<file path="config.mk">
export PLATFORM = sky130hd
export DESIGN_NAME = ram_burst_master
export DESIGN_NICKNAME = d
export VERILOG_FILES = /design/src/rtl/ram_burst_pkg.sv /design/src/rtl/ram_rd_skid_fifo.sv /design/src/rtl/ram_burst_master.sv
export SDC_FILE = /design/constraint.sdc
export NUM_CORES = 1
export LEC_CHECK = 0
export ABC_AREA = 0
export ABC_CLOCK_PERIOD_IN_PS = 2650
export BUFFER_PORTS_ARGS = -buffer_cell sky130_fd_sc_hd__buf_4
export CAP_MARGIN = 20
export CORE_UTILIZATION = 44
export CTS_CLUSTER_DIAMETER = 100
export CTS_CLUSTER_SIZE = 20
export DETAILED_ROUTE_END_ITERATION = 7
export PLACE_DENSITY = 0.86
export SLEW_MARGIN = 20
export SYNTH_ARGS = -nofsm -noshare
export SYNTH_HDL_FRONTEND = slang
export SYNTH_SLANG_ARGS = --single-unit
</file>
<file path="constraint.sdc">
create_clock -name clk -period 2.65 [get_ports clk]
set_clock_uncertainty 0.15 [all_clocks]
set_input_delay 0 -clock clk [delete_from_list [all_inputs] [get_ports clk]]
set_output_delay 0 -clock clk [all_outputs]
set_load 0.01 [all_outputs]
</file>
<file path="src/rtl/ram_burst_pkg.sv">
// ram_burst_pkg: state encoding and byte-enable width helper shared by ram_burst_master
// and its read FIFO.
package ram_burst_pkg;
   typedef enum logic [1:0] {IDLE, WRITE, READ} state_t;
   function automatic int byte_enw(input int dw, input logic [23:0] byte_wr_en);
      return (byte_wr_en == "YES") ? dw / 8 : 1;
   endfunction
endpackage

</file>
<file path="src/rtl/ram_rd_skid_fifo.sv">
// ram_rd_skid_fifo: 2-entry read-data FIFO; a push may coincide with a pop while full.
module ram_rd_skid_fifo #(
   parameter int Dw = 32
) (
   input  logic          clk,
   input  logic          reset,
   input  logic          push,
   input  logic [Dw-1:0] din,
   input  logic          pop,
   output logic [Dw-1:0] dout,
   output logic [1:0]    count
);
   logic [Dw-1:0] mem [2];
   logic          wr_ptr, rd_ptr;
   assign dout = mem[rd_ptr];
   always_ff @(posedge clk or negedge reset)
      if (!reset) begin
         mem[0] <= '0;
         mem[1] <= '0;
         wr_ptr <= 1'b0;
         rd_ptr <= 1'b0;
         count  <= 2'd0;
      end else begin
         if (push) begin
            mem[wr_ptr] <= din;
            wr_ptr      <= ~wr_ptr;
         end
         if (pop) rd_ptr <= ~rd_ptr;
         count <= count + {1'b0, push} - {1'b0, pop};
      end
endmodule

</file>
<file path="src/rtl/ram_burst_master.sv">
// ram_burst_master: valid/ready burst commands to single-port RAM cycles with a backpressured
// read stream. RAM_BURST_MASTER_STAT_EN adds saturating write/read beat counters.
module ram_burst_master
   import ram_burst_pkg::*;
#(
   parameter int Dw         = 32,
   parameter int Aw         = 10,
   parameter     BYTE_WR_EN = "YES",
   parameter int BLw        = 8,
   localparam int BYTE_ENw  = byte_enw(Dw, BYTE_WR_EN)
) (
   input  logic                clk,
   input  logic                reset,
   input  logic                cmd_valid,
   output logic                cmd_ready,
   input  logic                cmd_we,
   input  logic [Aw-1:0]       cmd_addr,
   input  logic [BLw-1:0]      cmd_len,
   input  logic                wr_valid,
   output logic                wr_ready,
   input  logic [Dw-1:0]       wr_data,
   input  logic [BYTE_ENw-1:0] wr_be,
   output logic                rd_valid,
   input  logic                rd_ready,
   output logic [Dw-1:0]       rd_data,
   output logic                busy,
   output logic [Dw-1:0]       ram_data,
   output logic [Aw-1:0]       ram_addr,
   output logic [BYTE_ENw-1:0] ram_byteen,
   output logic                ram_we,
`ifdef RAM_BURST_MASTER_STAT_EN
   input  logic [Dw-1:0]       ram_q,
   output logic [31:0]         stat_wr_beats,
   output logic [31:0]         stat_rd_beats
`else
   input  logic [Dw-1:0]       ram_q
`endif
);
   state_t         state;
   logic [Aw-1:0]  addr;
   logic [BLw-1:0] cnt;
   logic           inflight, issue, pop, wr_beat;
   logic [1:0]     fcount;
   logic [2:0]     free;

   assign cmd_ready  = state == IDLE;
   assign wr_ready   = state == WRITE;
   assign wr_beat    = wr_ready & wr_valid;
   assign pop        = rd_valid & rd_ready;
   // a read may only issue if its capture is guaranteed a FIFO slot
   assign free       = 3'd2 - {1'b0, fcount} + {2'b0, pop};
   assign issue      = state == READ && free > {2'b0, inflight};
   assign rd_valid   = fcount != 2'd0;
   assign busy       = state != IDLE || inflight || rd_valid;
   assign ram_we     = wr_beat;
   assign ram_addr   = addr;
   assign ram_data   = wr_ready ? wr_data : '0;
   assign ram_byteen = !wr_ready ? '0 : (BYTE_WR_EN == "YES") ? wr_be : '1;

   always_ff @(posedge clk or negedge reset)
      if (!reset) begin
         state    <= IDLE;
         addr     <= '0;
         cnt      <= '0;
         inflight <= 1'b0;
      end else begin
         inflight <= issue;
         case (state)
            IDLE:
               if (cmd_valid) begin
                  addr  <= cmd_addr;
                  cnt   <= cmd_len;
                  state <= cmd_we ? WRITE : READ;
               end
            default:
               if (wr_beat || issue) begin
                  addr <= addr + 1'b1;
                  cnt  <= cnt - 1'b1;
                  if (cnt == '0) state <= IDLE;
               end
         endcase
      end

   ram_rd_skid_fifo #(.Dw(Dw)) u_fifo (
      .clk   (clk),
      .reset (reset),
      .push  (inflight),
      .din   (ram_q),
      .pop   (pop),
      .dout  (rd_data),
      .count (fcount)
   );

`ifdef RAM_BURST_MASTER_STAT_EN
   always_ff @(posedge clk or negedge reset)
      if (!reset) begin
         stat_wr_beats <= '0;
         stat_rd_beats <= '0;
      end else begin
         if (ram_we && stat_wr_beats != '1) stat_wr_beats <= stat_wr_beats + 32'd1;
         if (pop && stat_rd_beats != '1) stat_rd_beats <= stat_rd_beats + 32'd1;
      end
`endif
endmodule
</file>
==> impl_metrics.yaml <==
synthesis:
  yosysUniqueCellTypes: 48
  synthSimpleGateAreaFrac: 0.1136
  post_synth_main_area_contributors: "dfrtp_1 (49%), mux2_2 (23%), and2_1 (5.3%)"
  yosys-mux-area-fraction: 0.2439
  syn_area_per_cell_um2: 11.97
  syn_inst: 377
  synthFlopType: "dfrtp_1"
  synth_common_cells: "mux2_2 (94), dfrtp_1 (89), and2_1 (38)"
  synthArstFlopShare: 1.000
  synth_top_family_by_area: "multiplexers"
  yosysWarnings: 0
  synth_compound_area_frac: 0.08093
  synth_fa_ha_area_frac: 0.02217
  synth-seq-area-share: 0.4933
  syn_nets: 477
  yosys.area.top_type: "dfrtp_1"
  synth-xor-area-share: 0.007761
  netlist_area_um2: 4514
  synth_most_common_cell: "mux2_2"
  synth_top_cell_area_share: 0.4933
  synth-edff-count: 0
  ys_ff_latch: 89
worst_setup_path:
  cp-start-kind: "register"
  rrSetupSlack_ps: 90
  worst_setup_path_end_kind: "register"
  crit_arrival_ps: 2670
  crit_type: "reg2reg"
  cp_common_cell: "ha_1"
  worst-r2r-cell-count: 9
  r2r-end: "cnt[0]"
  cp_slowest_cell: "o32a_1"
  cpPeakStageDelay_ps: 410
  cp_max_fo: 8
  worstPathRequired_ps: 2760
  critPathTopFamily: "compound AO/OA/AOI/OAI gates"
  path_buf_inv: 2
  crit_chain: "or2_4 -> nand2_4 -> ha_1 -> ha_1 -> and2_1 -> o32a_1 -> buf_12 -> buf_4 -> a211oi_2"
  rr_startpoint: "u_fifo.count[1]"
route:
  drt_wl_total_mm: 11.94
  wl_per_cell_um: 16.13
  first_iter_violations: 150
  post-route-drc-count: 0
  drtPass1Iterations: 4
  vias: 3838
  ant_nets: 0
  viasPerCell: 5.186
timing:
  setup_viol: 0
  maxSlewViolCount: 0
  worst_slack_ps: 90.05
  final-hold-violation-count: 0
  finalHoldWorstSlack_ps: 132.6
  rsz0062_at_grt: "yes"
  min_period_ps: 2560
  fmax_mhz: 390.6
  fin_crit_sh: 0.9660
  worst_pin_slew_ps: 798.6
  slew_headroom: 0.4676
run:
  drv_cap: 0
finish:
  final_core_util: 0.6866
  n_antenna_cell: 0
  syn_to_final_growth_pct: 50.03
  fin_cells: 740
  drive_gt1_frac: 0.5058
  fin_nets: 702
die:
  die_x_um: 103.3
  core_um2: 9864
  start_util: 0.4576
  rows: 36
  dieArea_um2: 10670
  die_h_um: 103.3
  io_pins: 175
place:
  place_congestion: 0.8002
  port_buffers: 174
  dp_cells: 665
  pre_cts_ws_ps: 25.04
  dp_hpwl_mm: 7.493
clock_network:
  cts.path.max_buffers: 2
  cts_made_buffers: 9
  cts_sinks: 89
  cts_tree: "done"
  clk_pin_slew_ps: 90
  cts.htree.levels: 3
  clk_latency_ps: 340
  cts-root-buf: "clkbuf_8"
worst_hold_path:
  holdPathEnd: "ram_data[3]"
  worstHoldPathType: "in2out"
  min_from: "wr_data[3]"
  hold_depth: 3
grt:
  grt_max_degree: 90
  grt.total_usage: 0.2177
  grt_overflow: 0
  antenna_found_initial: 0
  grt_pass1_wl_mm: 17.86
  grt_pass1_vias: 3860
power:
  switchingPower_mw: 2.963
  p_int_mw: 4.967
  clockPowerShare: 0.108
  power_density_nw_per_um2: 1171
  ir_drop_v: 0.0008013
  p_total_mw: 7.930
  p_seq_frac: 0.320
  combinationalPowerShare: 0.572
  sw_frac_of_total: 0.3736
  power_leakage_nw: 3.109
status:
  status: "completed"
==> cell usage in the layout, fill, tap and decap left out, drive strengths merged, types with 2 or more instances in the layout <==
cell type,netlist,routed
a211oi,3,3
a21o,2,2
a21oi,13,13
a22oi,3,3
a311oi,2,2
a31oi,4,4
and2,38,38
and3,3,3
buf,16,184
clkbuf,9,12
clkinvlp,0,3
dfrtp,89,89
dlygate4sd3,0,54
ha,8,8
inv,6,7
mux2,96,96
mux2i,2,2
nand2,13,13
nand3,2,2
nor2,16,16
nor3,6,6
nor3b,2,2
nor4,3,3
o21ai,12,12
o22a,2,2
o22ai,3,3
o2bb2ai,4,4
o32ai,2,2
or2,2,2
xnor2,3,3
==> what timing repair did <==
action	4_1_cts	5_1_grt
setup endpoints to repair	0	20
hold buffers	54	0
endpoints found under the hold margin	174	0
resized for setup	0	11
setup buffers	0	4
==> worst max-delay path by stage <==
stage	to	slack [ps]	depth (start not counted)	startpoint
3_3_place_gp	ram_addr[5]	120	10	u_fifo.count[1]
2_1_floorplan	state[0]	50	10	u_fifo.count[1]
6_report	cnt[0]	90	9	u_fifo.count[1]
5_1_grt	ram_addr[3]	-20	9	u_fifo.count[1]
4_1_cts	cnt[0]	1	10	u_fifo.count[1]
3_5_place_dp	ram_addr[5]	30	10	u_fifo.count[1]
==> cells by family after synthesis <==
logic type | Yosys count
buf+inv | 31
fa+ha+maj | 8
compound gates | 54
simple gates | 93
mux | 98
flops | 89
xor+xnor | 4
==> layer usage <==
layer	vias up	GRT usage	wire, um
met2	166	0.3826	6208
met5	-	0	0
met3	19	0.04570	809
met1	1868	0.2658	4768
li1	1785	-	-
met4	0	0.07584	150
==> final cells by class <==
| type | count | area [um2] |
|---|---|---|
| clock buffers | 11 | 141.4 |
| multi-input cells | 257 | 2172 |
| well taps | 133 | 166.4 |
| clock inverters | 5 | 40.04 |
| flip-flops and latches | 89 | 2227 |
| repair buffers | 239 | 2001 |
| inverters | 6 | 25.02 |
| fillers | 684 | 3092 |
==> tightest hold or removal path: stages <==
cell	delay (ps)
buf_4	70
and2_1	100
buf_4	110
==> flip-flops by register name, indices dropped and copies added, names as in the netlist <==
signal         count
inflight           1
u_fifo.mem        64
ram_addr          10
u_fifo.rd_ptr      1
u_fifo.wr_ptr      1
state              2
cnt                8
u_fifo.count       2
==> metrics by stage <==
stage,instance area (um2),TNS [ps]
after global routing,6773,-50.57
after detailed placement,5942,0
after CTS,6664,0
final,6773,0
after global placement,5942,0
after floorplan,4514,0
==> power by group through the flow <==
stage | Sequential (mW) | Clock, mW | Combinational (mW)
final | 2.54 | 0.855 | 4.53
after CTS | 2.51 | 0.880 | 4.24
after detailed placement | 2.54 | 0 | 4.16
after global routing | 2.63 | 0.939 | 4.92
after global placement | 2.47 | 0 | 4.03
after floorplan | 2.41 | 0 | 2.68
Note: power is estimated with default switching activity, not from simulation.
